### config.mk
export PLATFORM = sky130hd
export DESIGN_NAME = seven_seg_scan_driver_flat
export DESIGN_NICKNAME = d
export VERILOG_FILES = /design/src/rtl/seven_seg_scan_driver_if.sv /design/src/rtl/seven_seg_scan_driver.sv /design/src/flat_wrapper.sv
export SDC_FILE = /design/constraint.sdc
export NUM_CORES = 1
export LEC_CHECK = 0
export CELL_PAD_IN_SITES_DETAIL_PLACEMENT = 0
export CELL_PAD_IN_SITES_GLOBAL_PLACEMENT = 2
export CORE_UTILIZATION = 43
export CTS_CLUSTER_SIZE = 8
export DETAILED_ROUTE_END_ITERATION = 10
export PLACE_DENSITY_LB_ADDON = 0.15
export SYNTH_ARGS = -nofsm -noshare
export SYNTH_HDL_FRONTEND = slang
export SYNTH_SLANG_ARGS = --single-unit
### constraint.sdc
create_clock -name i_clk -period 3.45 [get_ports i_clk]
set_input_delay 0.8625 -clock i_clk [delete_from_list [all_inputs] [get_ports i_clk]]
set_output_delay 0.8625 -clock i_clk [all_outputs]
set_load 0.005 [all_outputs]
### src/rtl/seven_seg_scan_driver_if.sv
// Software-facing bundle of the seven-segment scan driver: shadow writes, commit,
// brightness/blanking controls, plus the board pins and status strobes it returns.
interface seven_seg_scan_driver_if #(
   parameter int NUM_DIGITS = 8,
   parameter int BRIGHT_W   = 4
);
   localparam int IDX_W = $clog2(NUM_DIGITS);

   logic                  wr_en;
   logic [IDX_W-1:0]      wr_idx;
   logic                  wr_mode;
   logic [7:0]            wr_data;
   logic                  wr_dp;
   logic                  commit;
   logic [BRIGHT_W-1:0]   brightness;
   logic [NUM_DIGITS-1:0] blank_mask;

   logic [NUM_DIGITS-1:0] an_n;
   logic [6:0]            seg_n;
   logic                  dp_n;
   logic                  commit_pend;
   logic                  commit_done;
   logic                  frame_start;

   modport master (
      output wr_en, wr_idx, wr_mode, wr_data, wr_dp, commit, brightness, blank_mask,
      input  an_n, seg_n, dp_n, commit_pend, commit_done, frame_start
   );

   modport slave (
      input  wr_en, wr_idx, wr_mode, wr_data, wr_dp, commit, brightness, blank_mask,
      output an_n, seg_n, dp_n, commit_pend, commit_done, frame_start
   );
endinterface

### src/rtl/seven_seg_scan_driver.sv
// Time-multiplexed seven-segment driver: double-buffered glyph store committed at frame
// boundaries, one-anode-at-a-time scan with PWM brightness and hex/ASCII decode.
module seven_seg_scan_driver #(
   parameter int NUM_DIGITS = 8,
   parameter int PRESCALE   = 64,
   parameter int BRIGHT_W   = 4
) (
   input logic                    i_clk,
   input logic                    i_rst_n,
   seven_seg_scan_driver_if.slave bus
);
   localparam int IDX_W  = $clog2(NUM_DIGITS);
   localparam int IDX_W1 = IDX_W + 1;
   localparam int PRE_W  = $clog2(PRESCALE);

   localparam logic [PRE_W-1:0]  PRE_LAST  = PRE_W'(PRESCALE - 1);
   localparam logic [IDX_W-1:0]  DIG_LAST  = IDX_W'(NUM_DIGITS - 1);
   localparam logic [IDX_W1-1:0] DIG_COUNT = IDX_W1'(NUM_DIGITS);

   typedef struct packed {
      logic       mode;
      logic [7:0] data;
      logic       dp;
   } entry_t;

   localparam entry_t BLANK_ENTRY = '{mode: 1'b1, data: 8'h20, dp: 1'b0};

   function automatic logic [6:0] hex_to_seg(input logic [3:0] nib);
      logic [6:0] seg;
      case (nib)
         4'h0:    seg = 7'h7E;
         4'h1:    seg = 7'h30;
         4'h2:    seg = 7'h6D;
         4'h3:    seg = 7'h79;
         4'h4:    seg = 7'h33;
         4'h5:    seg = 7'h5B;
         4'h6:    seg = 7'h5F;
         4'h7:    seg = 7'h70;
         4'h8:    seg = 7'h7F;
         4'h9:    seg = 7'h73;
         4'hA:    seg = 7'h77;
         4'hB:    seg = 7'h1F;
         4'hC:    seg = 7'h0D;
         4'hD:    seg = 7'h3D;
         4'hE:    seg = 7'h4F;
         default: seg = 7'h47;
      endcase
      return seg;
   endfunction

   // Codes 0x30-0x3F reuse the hex glyphs: '0'-'9' then A b c d E F for 0x3A-0x3F.
   function automatic logic [6:0] ascii_to_seg(input logic [7:0] code);
      logic [6:0] seg;
      seg = 7'h00;
      if (code[7:4] == 4'h3) begin
         seg = hex_to_seg(code[3:0]);
      end else begin
         case (code)
            8'h2D:   seg = 7'h01;
            8'h41:   seg = 7'h77;
            8'h61:   seg = 7'h7D;
            8'h62:   seg = 7'h1F;
            8'h43:   seg = 7'h4E;
            8'h63:   seg = 7'h0D;
            8'h64:   seg = 7'h3D;
            8'h45:   seg = 7'h4F;
            8'h46:   seg = 7'h47;
            8'h47:   seg = 7'h5E;
            8'h48:   seg = 7'h37;
            8'h68:   seg = 7'h17;
            8'h49:   seg = 7'h06;
            8'h4A:   seg = 7'h3C;
            8'h4C:   seg = 7'h0E;
            8'h6E:   seg = 7'h15;
            8'h4F:   seg = 7'h7E;
            8'h6F:   seg = 7'h1D;
            8'h50:   seg = 7'h67;
            8'h71:   seg = 7'h73;
            8'h72:   seg = 7'h05;
            8'h53:   seg = 7'h5B;
            8'h74:   seg = 7'h0F;
            8'h55:   seg = 7'h3E;
            8'h75:   seg = 7'h1C;
            8'h79:   seg = 7'h3B;
            default: seg = 7'h00;
         endcase
      end
      return seg;
   endfunction

   logic [PRE_W-1:0]      r_pre_cnt;
   logic [BRIGHT_W-1:0]   r_tick_cnt;
   logic [IDX_W-1:0]      r_dig_idx;
   logic                  r_commit_pend;
   logic                  r_commit_done;
   logic                  r_frame_start;
   logic [NUM_DIGITS-1:0] r_an_n;
   logic [6:0]            r_seg_n;
   logic                  r_dp_n;
   entry_t                r_shadow [NUM_DIGITS];
   entry_t                r_active [NUM_DIGITS];

   logic                  w_tick;
   logic                  w_period_end;
   logic                  w_wrap;
   logic                  w_copy;
   logic                  w_wr_ok;
   logic                  w_lit;
   entry_t                w_entry;
   entry_t                w_wr_entry;
   logic [6:0]            w_glyph;

   assign w_tick       = (r_pre_cnt == PRE_LAST);
   assign w_period_end = w_tick && (r_tick_cnt == '1);
   assign w_wrap       = w_period_end && (r_dig_idx == DIG_LAST);
   assign w_copy       = w_wrap && r_commit_pend;
   assign w_wr_ok      = bus.wr_en && ({1'b0, bus.wr_idx} < DIG_COUNT);
   assign w_wr_entry   = '{mode: bus.wr_mode, data: bus.wr_data, dp: bus.wr_dp};

   always_comb begin
      w_entry = r_active[r_dig_idx];
      w_glyph = w_entry.mode ? ascii_to_seg(w_entry.data) : hex_to_seg(w_entry.data[3:0]);
      w_lit   = (r_tick_cnt < bus.brightness) && !bus.blank_mask[r_dig_idx];
   end

   always_ff @(posedge i_clk or negedge i_rst_n) begin
      if (!i_rst_n) begin
         r_pre_cnt  <= '0;
         r_tick_cnt <= '0;
         r_dig_idx  <= '0;
      end else begin
         r_pre_cnt <= w_tick ? '0 : r_pre_cnt + PRE_W'(1);
         if (w_tick) begin
            r_tick_cnt <= r_tick_cnt + BRIGHT_W'(1);
         end
         if (w_period_end) begin
            r_dig_idx <= w_wrap ? '0 : r_dig_idx + IDX_W'(1);
         end
      end
   end

   // A commit arriving in the copy cycle re-arms the request for the following frame.
   always_ff @(posedge i_clk or negedge i_rst_n) begin
      if (!i_rst_n) begin
         r_commit_pend <= 1'b0;
         r_commit_done <= 1'b0;
         r_frame_start <= 1'b0;
      end else begin
         r_commit_pend <= (r_commit_pend && !w_copy) || bus.commit;
         r_commit_done <= w_copy;
         r_frame_start <= w_wrap;
      end
   end

   // The copy reads the shadow before this edge's write lands, so a same-cycle write waits.
   always_ff @(posedge i_clk or negedge i_rst_n) begin
      if (!i_rst_n) begin
         for (int i = 0; i < NUM_DIGITS; i++) begin
            r_shadow[i] <= BLANK_ENTRY;
            r_active[i] <= BLANK_ENTRY;
         end
      end else begin
         if (w_copy) begin
            r_active <= r_shadow;
         end
         if (w_wr_ok) begin
            r_shadow[bus.wr_idx] <= w_wr_entry;
         end
      end
   end

   always_ff @(posedge i_clk or negedge i_rst_n) begin
      if (!i_rst_n) begin
         r_an_n  <= '1;
         r_seg_n <= 7'h7F;
         r_dp_n  <= 1'b1;
      end else begin
         r_an_n  <= w_lit ? ~(NUM_DIGITS'(1) << r_dig_idx) : '1;
         r_seg_n <= w_lit ? ~w_glyph : 7'h7F;
         r_dp_n  <= ~(w_lit && w_entry.dp);
      end
   end

   assign bus.an_n        = r_an_n;
   assign bus.seg_n       = r_seg_n;
   assign bus.dp_n        = r_dp_n;
   assign bus.commit_pend = r_commit_pend;
   assign bus.commit_done = r_commit_done;
   assign bus.frame_start = r_frame_start;
endmodule

### src/flat_wrapper.sv
// flat-port wrapper written by rule: the top's interface ports become plain ports
module seven_seg_scan_driver_flat 
#(
   parameter int NUM_DIGITS = 8,
   parameter int PRESCALE   = 64,
   parameter int BRIGHT_W   = 4
)
  (i_clk, i_rst_n, bus_wr_en, bus_wr_idx, bus_wr_mode, bus_wr_data, bus_wr_dp, bus_commit, bus_brightness, bus_blank_mask, bus_an_n, bus_seg_n, bus_dp_n, bus_commit_pend, bus_commit_done, bus_frame_start);
  seven_seg_scan_driver_if #(.NUM_DIGITS(NUM_DIGITS), .BRIGHT_W(BRIGHT_W)) bus_i ();
  input logic i_clk;
  input logic i_rst_n;
  input wire logic [$bits(bus_i.wr_en)-1:0] bus_wr_en;
  input wire logic [$bits(bus_i.wr_idx)-1:0] bus_wr_idx;
  input wire logic [$bits(bus_i.wr_mode)-1:0] bus_wr_mode;
  input wire logic [$bits(bus_i.wr_data)-1:0] bus_wr_data;
  input wire logic [$bits(bus_i.wr_dp)-1:0] bus_wr_dp;
  input wire logic [$bits(bus_i.commit)-1:0] bus_commit;
  input wire logic [$bits(bus_i.brightness)-1:0] bus_brightness;
  input wire logic [$bits(bus_i.blank_mask)-1:0] bus_blank_mask;
  output wire logic [$bits(bus_i.an_n)-1:0] bus_an_n;
  output wire logic [$bits(bus_i.seg_n)-1:0] bus_seg_n;
  output wire logic [$bits(bus_i.dp_n)-1:0] bus_dp_n;
  output wire logic [$bits(bus_i.commit_pend)-1:0] bus_commit_pend;
  output wire logic [$bits(bus_i.commit_done)-1:0] bus_commit_done;
  output wire logic [$bits(bus_i.frame_start)-1:0] bus_frame_start;
  assign bus_i.wr_en = bus_wr_en;
  assign bus_i.wr_idx = bus_wr_idx;
  assign bus_i.wr_mode = bus_wr_mode;
  assign bus_i.wr_data = bus_wr_data;
  assign bus_i.wr_dp = bus_wr_dp;
  assign bus_i.commit = bus_commit;
  assign bus_i.brightness = bus_brightness;
  assign bus_i.blank_mask = bus_blank_mask;
  assign bus_an_n = bus_i.an_n;
  assign bus_seg_n = bus_i.seg_n;
  assign bus_dp_n = bus_i.dp_n;
  assign bus_commit_pend = bus_i.commit_pend;
  assign bus_commit_done = bus_i.commit_done;
  assign bus_frame_start = bus_i.frame_start;
  seven_seg_scan_driver #(.NUM_DIGITS(NUM_DIGITS), .PRESCALE(PRESCALE), .BRIGHT_W(BRIGHT_W)) u_core (.i_clk(i_clk), .i_rst_n(i_rst_n), .bus(bus_i));
endmodule
==> results of run 1 <==
-- worst paths after layout --
path	start	endpoint	slack, ps	cells after the start
max	u_core.r_dig_idx[1]$_DFFE_PN0P_	u_core.bus.seg_n[1]$_DFF_PN1_	320	9
min	i_rst_n	u_core.r_active[34]$_DFFE_PN0P_	440	1
max reg2reg	u_core.r_dig_idx[1]$_DFFE_PN0P_	u_core.bus.seg_n[1]$_DFF_PN1_	320	9
min reg2reg	u_core.r_pre_cnt[4]$_DFF_PN0_	u_core.r_pre_cnt[4]$_DFF_PN0_	470	1
max in group asynchronous	i_rst_n	u_core.r_active[79]$_DFFE_PN1P_	2170	2
min in group i_clk	u_core.r_pre_cnt[4]$_DFF_PN0_	u_core.r_pre_cnt[4]$_DFF_PN0_	470	1
-- worst max-delay path: stages, from the launching register on --
cell       delay, ps
dfrtp_1          560
buf_4            250
buf_4            300
mux2_2           210
a2bb2oi_1        170
buf_4            170
and2_1           550
a41oi_2          220
nor2b_1          470
a32oi_1          130
-- metrics by stage --
| step | hold WS (ps) | worst slack [ps] | total power (uW) | utilization | instances |
|---|---|---|---|---|---|
| after global routing | 505.0 | 69.72 | 5199 | 0.5140 | 975 |
| after global placement | 466.3 | 295.5 | 2967 | 0.4840 | 943 |
| final | 442.7 | 315.2 | 4978 | 0.5140 | 975 |
| after detailed placement | 463.7 | 306.2 | 2998 | 0.4840 | 943 |
| after floorplan | 444.9 | 537.8 | 2817 | - | 630 |
| after CTS | 477.8 | 312.5 | 5052 | 0.5140 | 975 |
-- sequential cells by signal, indices dropped and copies added (netlist names) --
name,flops
u_core.bus.an_n,8
u_core.bus.commit_done,1
u_core.bus.commit_pend,1
u_core.bus.dp_n,1
u_core.bus.frame_start,1
u_core.bus.seg_n,7
u_core.r_active,80
u_core.r_dig_idx,3
u_core.r_pre_cnt,6
u_core.r_shadow,80
u_core.r_tick_cnt,4
-- cell usage in the layout, fill, tap and decap left out, types with 4 or more instances in the layout --
master           instances
ha_1                    18
xnor2_1                  4
and2_1                   6
nor2b_1                  5
nand3_1                  9
nand2_1                 33
inv_1                   11
mux4_2                  16
nor2_1                   8
dfstp_2                 48
mux2_2                 168
a21oi_1                 11
o221ai_1                 4
a21o_1                   4
o31ai_1                  4
o21bai_1                 4
buf_4                   26
inv_6                    5
a32oi_1                  5
o21ai_0                 13
mux2i_1                 15
nand4_1                  4
clkbuf_16               17
dfrtp_1                144
nand2b_1                 4
clkdlybuf4s50_1         46
-- report_power, final --
part | switching (uW) | internal [uW]
logic | 140 | 212
registers | 98.7 | 2500
clock network | 874 | 1160
-- cell families after synthesis --
| group | Yosys count | share of synthesized area |
|---|---|---|
| AND/OR/NAND/NOR | 89 | 0.05183 |
| AO/OA/AOI/OAI | 75 | 0.06113 |
| multiplexers | 203 | 0.2818 |
| adder cells (fa/ha/maj) | 18 | 0.02535 |
| buffers and inverters | 46 | 0.02535 |
| XOR/XNOR | 7 | 0.006902 |
| flip-flops | 192 | 0.5476 |
-- cell type report --
class	instances	share of cell area
sequential	192	0.4677
clock buffer	19	0.04162
tap	270	0.03248
inverter	13	0.004691
timing repair buffer	76	0.06989
multi-input combinational	392	0.3669
clock inverter	13	0.01672
-- per-layer routing --
layer	routed length (um)	GRT usage
met5	0	0
met4	367	0.06526
met3	518	0.03417
met2	9162	0.3050
met1	9018	0.2670
==> out/summary.md, run 1 <==
### Route
- 5302 — total number of vias
- 4 — first-pass iteration count of the detailed router
- 19070 um — total detailed-routing wirelength
- 0 — DRC Markers
- 182 — initial DRC count
- 5.438 — via density per instance
- 0 — post-route antenna net violation count
- 19.56 um — Routed WL per cell

### Synth
- 14.10 um2 — Syn Area/Cell
- mux2_2 (168), dfrtp_1 (144), dfstp_2 (48) — commonest cells in the synthesized netlist
- 192 — Yosys reg bits
- dfrtp_1 — Post-synth top flop
- 677 — net count after synthesis
- 0.4056 — post-synth top area share
- dfrtp_1 (41%), mux2_2 (21%), dfstp_2 (14%) — largest cells by area after synthesis
- 0.5476 — part of the Yosys area used for sequential elements
- mux2_2 — leading cell type by number of instances after synthesis
- 0 — EDFF count, synth
- 0 — Yosys warnings
- 8884 um2 — netlist area before placement
- 1.000 — post-synthesis async set-or-reset flop share
- 61 — Unique masters post-synth
- 630 — number of cells produced by synthesis
- dfrtp_1 — post-synth top area cell

### Floorplan
- 48 — Top-Level Pins
- 21240 um2 — Die Outline Area
- 145.7 um — overall die height
- 20230 um2 — Core Area
- 145.7 um — Die Span X
- 52 — number of cell rows
- 0.4390 — starting utilization of the core area

### CTS
- 4 — # H-tree levels
- 70 ps — clock-pin slew on the worst setup and hold paths
- 0 — cts-stage hold buffer count
- 0 — cells resized by post-CTS repair
- 2 — number of buffers between clock root and the deepest sink
- clkbuf_16 — buffer type at the clock tree root
- done — CTS tree
- 192 — clk sinks
- 0 — # Post-CTS Setup Buffers
- 430 ps — worst-skew pair later-pin latency
- 17 — Inserted Clock Buffers

### Timing
- 743.1 ps — measured slew at the worst slew-check pin
- 0 ps — setup TNS
- 0 — Final Setup Violations
- 3135 ps — min cycle time layout
- 16.83 ps — final worst clock skew
- 319.0 MHz — Peak Freq
- 0.9086 — post-route clock period utilization
- false — setup repair after global routing missed its margin
- 0 — hold violation count in the final report
- 0.5046 — relative max-transition margin
- 0 — number of pins with negative max-slew slack in the final report

### Power and ir drop
- 478.6 nW/um2 — pwr/cell area
- 0.004654 uW — leakage power of the design
- 0.3605 mV — largest voltage drop on the vdd net

### Global route
- 0 — aggregate global routing overflow
- 31070 um — global-route wire length before repair
- 5560 — via count of the first global-routing pass
- 82 — pin count of the biggest net entering global routing
- 0.1922 — all-layer global routing usage
- 0 — number of antenna violations at the first check in global routing

### Flow run
- 0 — maxcap violations

### Placed design
- 0.8642 — routability congestion estimate from global placement
- 9794 um2 — Placed Instance Area
- 47 — Port Buf Inserts
- 12840 um — half-perimeter wire length of the detailed placement result

### Layout
- 17.08% — Area Overhead vs Synth
- 4865 um2 — area taken by flip-flops and latches
- 3816 um2 — footprint of the multi-input gates
- 0 — antenna diode count
- 739 — Layout Nets
- 1701 — number of fill cells
- 0.4326 — fraction of layout instances using a drive strength above 1
- 10400 um2 — final standard cell area without fillers

### Hold path
- primary input to async pin — path type of the worst min-delay path

### Setup path
- 3760 ps — required time worst endpoint
- 17 — crit path max fanout
- 3450 ps — crit path DAT
- flip-flop to flip-flop — crit path kind
- flip-flop — Setup crit start kind
- flip-flop — endpoint kind of the worst setup timing path

### Outcome
- completed — status

No activity file was read; power rests on OpenSTA's default activity.
==> run 2: changes to the inputs <==
Settings changed: CORE_UTILIZATION 43 to 26, SLEW_MARGIN set to 15.
==> out/summary.md, run 2 (synthesized netlist as in run 1, its figures left out) <==
### Outcome
- completed — status, unchanged

### CTS
- 192 — clk sinks, unchanged
- 17 — Inserted Clock Buffers, unchanged
- 2 — number of buffers between clock root and the deepest sink, unchanged
- 0 — # Post-CTS Setup Buffers, unchanged
- 440 ps — worst-skew pair later-pin latency, was 430 ps
- 4 — # H-tree levels, unchanged
- 0 — cts-stage hold buffer count, unchanged
- 0 — cells resized by post-CTS repair, unchanged
- 80 ps — clock-pin slew on the worst setup and hold paths, was 70 ps
- clkbuf_16 — buffer type at the clock tree root, unchanged
- done — CTS tree, unchanged

### Setup path
- multiplexers — top cell family by delay on the critical path, was simple AND/OR/NAND/NOR gates
- 12 — crit path max fanout, was 17
- 540 ps — worst stage delay on the critical path, was 560 ps
- mux4_2, mux2_2, inv_1, ha_1, and2_1, o21bai_1, a41oi_1, o32a_1 — Critical Path, Cell by Cell, was buf_4, buf_4, mux2_2, a2bb2oi_1, buf_4, and2_1, a41oi_2, nor2b_1, a32oi_1
- flip-flop — endpoint kind of the worst setup timing path, unchanged
- mux4_2 — standard cell with the maximum stage delay on the critical path, was dfrtp_1
- 3810 ps — required time worst endpoint, was 3760 ps
- flip-flop — Setup crit start kind, unchanged
- 3380 ps — crit path DAT, was 3450 ps
- flip-flop to flip-flop — crit path kind, unchanged
- 1 — combined buffer and inverter count along the critical path, was 3

### Global route
- 0.1306 — all-layer global routing usage, was 0.1922
- 0 — number of antenna violations at the first check in global routing, unchanged
- 5646 — via count of the first global-routing pass, was 5560
- 34570 um — global-route wire length before repair, was 31070 um
- 0 — aggregate global routing overflow, unchanged
- 87 — pin count of the biggest net entering global routing, was 82

### Power and ir drop
- 1239 uW — Net Switching, was 1112 uW
- 0.3913 mV — largest voltage drop on the vdd net, was 0.3605 mV
- 0.526 — share of total power in sequential cells, was 0.521
- 0.401 — Clk pwr share, was 0.408
- 0.072 — portion of total power attributed to combinational logic, was 0.071
- 3683 uW — Internal Pwr Total, was 3866 uW
- 0.004641 uW — leakage power of the design, was 0.004654 uW
- 0.2517 — switching part of the total, was 0.2235
- 463.6 nW/um2 — pwr/cell area, was 478.6 nW/um2

### Timing
- 3016 ps — min cycle time layout, was 3135 ps
- 0 — Final Setup Violations, unchanged
- 725.4 ps — measured slew at the worst slew-check pin, was 743.1 ps
- 0 ps — setup TNS, unchanged
- false — setup repair after global routing missed its margin, unchanged
- 331.6 MHz — Peak Freq, was 319.0 MHz
- 0 — number of pins with negative max-slew slack in the final report, unchanged
- 434.5 ps — setup slack after layout, was 315.2 ps
- 10.91 ps — final worst clock skew, was 16.83 ps
- 0 — hold violation count in the final report, unchanged
- 0.5164 — relative max-transition margin, was 0.5046
- 0.8741 — post-route clock period utilization, was 0.9086

### Placed design
- 321.4 ps — minimum setup slack after placement, was 306.2 ps
- 14530 um — half-perimeter wire length of the detailed placement result, was 12840 um
- 1118 — Cell Count Post-Placement, was 943
- 10020 um2 — Placed Instance Area, was 9794 um2
- 47 — Port Buf Inserts, unchanged
- 0.7962 — routability congestion estimate from global placement, was 0.8642

### Route
- 21640 um — total detailed-routing wirelength, was 19070 um
- 4 — first-pass iteration count of the detailed router, unchanged
- 0 — post-route antenna net violation count, unchanged
- 5278 — total number of vias, was 5302
- 18.81 um — Routed WL per cell, was 19.56 um
- 0 — DRC Markers, unchanged
- 4.590 — via density per instance, was 5.438
- 291 — initial DRC count, was 182

### Floorplan
- 48 — Top-Level Pins, unchanged
- 0.2643 — starting utilization of the core area, was 0.4390
- 186.8 um — Die Span X, was 145.7 um
- 33620 um2 — Core Area, was 20230 um2
- 186.8 um — overall die height, was 145.7 um
- 67 — number of cell rows, was 52
- 34910 um2 — Die Outline Area, was 21240 um2

### Layout
- 10620 um2 — final standard cell area without fillers, was 10400 um2
- mux2_2 — most common cell after layout, fill and taps aside, unchanged
- 736 — Layout Nets, was 739
- 4865 um2 — area taken by flip-flops and latches, unchanged
- mux2_2 (168), dfrtp_1 (144), dfstp_2 (48) — most used cells in the layout excluding fill and tap cells, unchanged
- 3329 — number of fill cells, was 1701
- 3816 um2 — footprint of the multi-input gates, unchanged
- 0.3158 — share of the core filled with cells in the final layout, was 0.5140
- 1150 — Non-Filler Instances, was 975
- 0.4330 — fraction of layout instances using a drive strength above 1, was 0.4326
- 19.49% — Area Overhead vs Synth, was 17.08%
- 0 — antenna diode count, unchanged

### Hold path
- flip-flop to flip-flop — path type of the worst min-delay path, was primary input to async pin

### Flow run
- 0 — maxcap violations, unchanged

## run 2: power groups by stage
stage | sequential, uW | clock [uW] | combinational, uW
2_1_floorplan | 2600 | 0 | 215
3_3_place_gp | 2620 | 0 | 354
3_5_place_dp | 2630 | 0 | 369
4_1_cts | 2590 | 2060 | 369
5_1_grt | 2620 | 2140 | 396
6_report | 2590 | 1980 | 356
## run 2: area by class of cell
cell class,instances,area share
clock inverters,15,0.01579
well taps,448,0.05281
multi-input cells,392,0.3595
inverters,13,0.004597
flip-flops and latches,192,0.4583
repair buffers,73,0.06895
clock buffers,17,0.04008
## run 2: routing by layer
layer | routed length (um) | global-route usage | vias up
li1 | - | - | 2432
met5 | 0 | 0 | -
met3 | 596 | 0.02420 | 27
met4 | 465 | 0.05013 | 0
met2 | 10160 | 0.2051 | 85
met1 | 10410 | 0.1783 | 2734
## run 2: stage by stage
stage / hold WS, ps / power (uW)
3_3_place_gp: 461.1 / 2975
5_1_grt: 487.2 / 5158
6_report: 469.2 / 4922
3_5_place_dp: 463.0 / 3002
4_1_cts: 479.4 / 5017
2_1_floorplan: 444.9 / 2817
## run 2: path summary, 6_finish.rpt
| path | start | endpoint | slack, ps | cells past startpoint |
|---|---|---|---|---|
| worst max-delay path | u_core.r_dig_idx[1]$_DFFE_PN0P_ | u_core.bus.seg_n[0]$_DFF_PN1_ | 430 | 8 |
| worst min-delay path | u_core.r_pre_cnt[4]$_DFF_PN0_ | u_core.r_pre_cnt[4]$_DFF_PN0_ | 470 | 1 |
| worst max register to register | u_core.r_dig_idx[1]$_DFFE_PN0P_ | u_core.bus.seg_n[0]$_DFF_PN1_ | 430 | 8 |
| worst min register to register | u_core.r_pre_cnt[4]$_DFF_PN0_ | u_core.r_pre_cnt[4]$_DFF_PN0_ | 470 | 1 |
| max in group asynchronous | i_rst_n | u_core.bus.an_n[3]$_DFF_PN1_ | 2100 | 2 |
| min in group asynchronous | i_rst_n | u_core.r_shadow[24]$_DFFE_PN0P_ | 500 | 1 |
## run 2: worst register-to-register path, cell delays in order, from the launching register on
cell and delay, ps:
dfrtp_1 510, mux4_2 540, mux2_2 390, inv_1 180
ha_1 420, and2_1 250, o21bai_1 140, a41oi_1 140
o32a_1 380
==> run 3: changes to the inputs <==
Settings changed: CTS_CLUSTER_SIZE 8 to 30.
Clock period 3.45 ns to 3.2 ns, I/O delays scaled along.
==> out/summary.md, run 3 (synthesized netlist as in run 1, its figures left out) <==
### Route
- 0 — DRC Markers, unchanged
- 252 — initial DRC count, was 291
- 0 — post-route antenna net violation count, unchanged
- 5372 — total number of vias, was 5278
- 4.635 — via density per instance, was 4.590
- 22360 um — total detailed-routing wirelength, was 21640 um
- 4 — first-pass iteration count of the detailed router, unchanged
- 19.29 um — Routed WL per cell, was 18.81 um

### Setup path
- 7 — depth of the most critical reg-to-reg path, was 8
- u_core.r_dig_idx[2]$_DFFE_PN0P_ — Crit Reg-Reg Startpoint, was u_core.r_dig_idx[1]$_DFFE_PN0P_
- u_core.bus.seg_n[0]$_DFF_PN1_ — reg-to-reg endpoint, unchanged
- 17 — crit path max fanout, was 12
- flip-flop to flip-flop — crit path kind, unchanged
- u_core.r_dig_idx[2]$_DFFE_PN0P_ — critical path launch point, was u_core.r_dig_idx[1]$_DFFE_PN0P_
- 3330 ps — crit path DAT, was 3380 ps
- flip-flop — endpoint kind of the worst setup timing path, unchanged
- 3570 ps — required time worst endpoint, was 3810 ps
- 240 ps — reg-to-reg setup timing slack, was 430 ps
- flip-flop — Setup crit start kind, unchanged

### Global route
- 35620 um — global-route wire length before repair, was 34570 um
- 5873 — via count of the first global-routing pass, was 5646
- 0.1354 — all-layer global routing usage, was 0.1306
- 0 — number of antenna violations at the first check in global routing, unchanged
- 82 — pin count of the biggest net entering global routing, was 87
- 0 — aggregate global routing overflow, unchanged

### Layout
- 3816 um2 — footprint of the multi-input gates, unchanged
- 0 — antenna diode count, unchanged
- 0.4374 — fraction of layout instances using a drive strength above 1, was 0.4330
- 3369 — number of fill cells, was 3329
- 20.21% — Area Overhead vs Synth, was 19.49%
- 745 — Layout Nets, was 736
- mux2_2 — most common cell after layout, fill and taps aside, unchanged
- mux2_2 (168), dfrtp_1 (144), dfstp_2 (48) — most used cells in the layout excluding fill and tap cells, unchanged
- 10680 um2 — final standard cell area without fillers, was 10620 um2
- 4865 um2 — area taken by flip-flops and latches, unchanged

### Timing
- 0 — Final Setup Violations, unchanged
- 2961 ps — min cycle time layout, was 3016 ps
- 15.26 ps — final worst clock skew, was 10.91 ps
- 718.6 ps — measured slew at the worst slew-check pin, was 725.4 ps
- 350.0 ps — Final Hold Slack, was 469.2 ps
- false — setup repair after global routing missed its margin, unchanged
- 0 — number of pins with negative max-slew slack in the final report, unchanged
- 0 ps — setup TNS, unchanged
- 0.5209 — relative max-transition margin, was 0.5164
- 0 — hold violation count in the final report, unchanged
- 337.7 MHz — Peak Freq, was 331.6 MHz
- 0.9253 — post-route clock period utilization, was 0.8741

### Floorplan
- 186.8 um — Die Span X, unchanged
- 0.2643 — starting utilization of the core area, unchanged
- 67 — number of cell rows, unchanged
- 186.8 um — overall die height, unchanged
- 33620 um2 — Core Area, unchanged
- 34910 um2 — Die Outline Area, unchanged
- 48 — Top-Level Pins, unchanged

### CTS
- done — CTS tree, unchanged
- 440 ps — worst-skew pair later-pin latency, about the same
- clkbuf_16 — buffer type at the clock tree root, unchanged
- 192 — clk sinks, unchanged
- 0 — cts-stage hold buffer count, unchanged
- 0 — # Post-CTS Setup Buffers, unchanged
- 17 — Inserted Clock Buffers, unchanged
- 4 — # H-tree levels, unchanged
- 80 ps — clock-pin slew on the worst setup and hold paths, about the same
- 2 — number of buffers between clock root and the deepest sink, unchanged
- 0 — cells resized by post-CTS repair, unchanged

### Outcome
- completed — status, unchanged

### Placed design
- 47 — Port Buf Inserts, unchanged
- 0.8351 — routability congestion estimate from global placement, was 0.7962
- 10100 um2 — Placed Instance Area, was 10020 um2
- 14990 um — half-perimeter wire length of the detailed placement result, was 14530 um

### Power and ir drop
- 494.1 nW/um2 — pwr/cell area, was 463.6 nW/um2
- 0.004684 uW — leakage power of the design, was 0.004641 uW
- 0.3655 mV — largest voltage drop on the vdd net, was 0.3913 mV
- 5277 uW — overall power after layout, was 4922 uW

### Hold path
- primary input to async pin — path type of the worst min-delay path, was flip-flop to flip-flop

### Flow run
- 0 — maxcap violations, unchanged

-- run 3: cell types whose count changed in the layout (fill, tap and decap cells not counted) --
cell | previous run | this run
clkinv_1 | 1 | 2
inv_12 | 1 | 0
buf_12 | 5 | 6
buf_4 | 21 | 29
clkinvlp_4 | 3 | 2
inv_8 | 4 | 1
clkinv_8 | 3 | 4
clkbuf_1 | 0 | 1
inv_6 | 2 | 4
-- run 3: layout make-up --
class,instances,area share
timing repair buffer,82,0.07604
tap,448,0.05249
sequential,192,0.4555
clock buffer,18,0.04019
multi-input combinational,392,0.3574
clock inverter,14,0.01383
inverter,13,0.004569
-- run 3: through the flow --
| step | worst slack, ps | std cells | util |
|---|---|---|---|
| 2_1_floorplan | 287.8 | 630 | - |
| 3_3_place_gp | 104.9 | 1127 | 0.3005 |
| 3_5_place_dp | 204.8 | 1127 | 0.3005 |
| 4_1_cts | 213.3 | 1159 | 0.3177 |
| 5_1_grt | 64.38 | 1159 | 0.3177 |
| 6_report | 239.1 | 1159 | 0.3177 |
-- run 3: where the power goes --
| group | total (uW) | internal, uW | switching, uW |
|---|---|---|---|
| sequential | 2790 | 2690 | 104 |
| clock | 2100 | 1040 | 1060 |
| combinational | 387 | 229 | 158 |
-- run 3: how the worst max path moves through the flow --
stage                                    endpoint  slack (ps)  cells after the start
CTS                 u_core.bus.seg_n[0]$_DFF_PN1_         210                      7
finish              u_core.bus.seg_n[0]$_DFF_PN1_         240                      7
floorplan           u_core.bus.seg_n[4]$_DFF_PN1_         290                     10
detailed placement  u_core.bus.seg_n[0]$_DFF_PN1_         200                      7
global route        u_core.bus.seg_n[3]$_DFF_PN1_          60                      7
global placement    u_core.bus.seg_n[0]$_DFF_PN1_         100                      7
-- run 3: routing by layer --
layer,wire (um),track usage,up-vias
li1,-,-,2454
met1,10540,0.1821,2836
met2,10980,0.2207,65
met3,579,0.02552,17
met4,255,0.04130,0
met5,0,0,-
-- run 3: worst max-delay path: stages, from the launching register on --
cell     delay (ps)
dfrtp_1         600
buf_4           330
nor2_1          150
a22oi_2         360
and2_1          660
a31oi_1         300
o211a_1         200
o32a_1          280
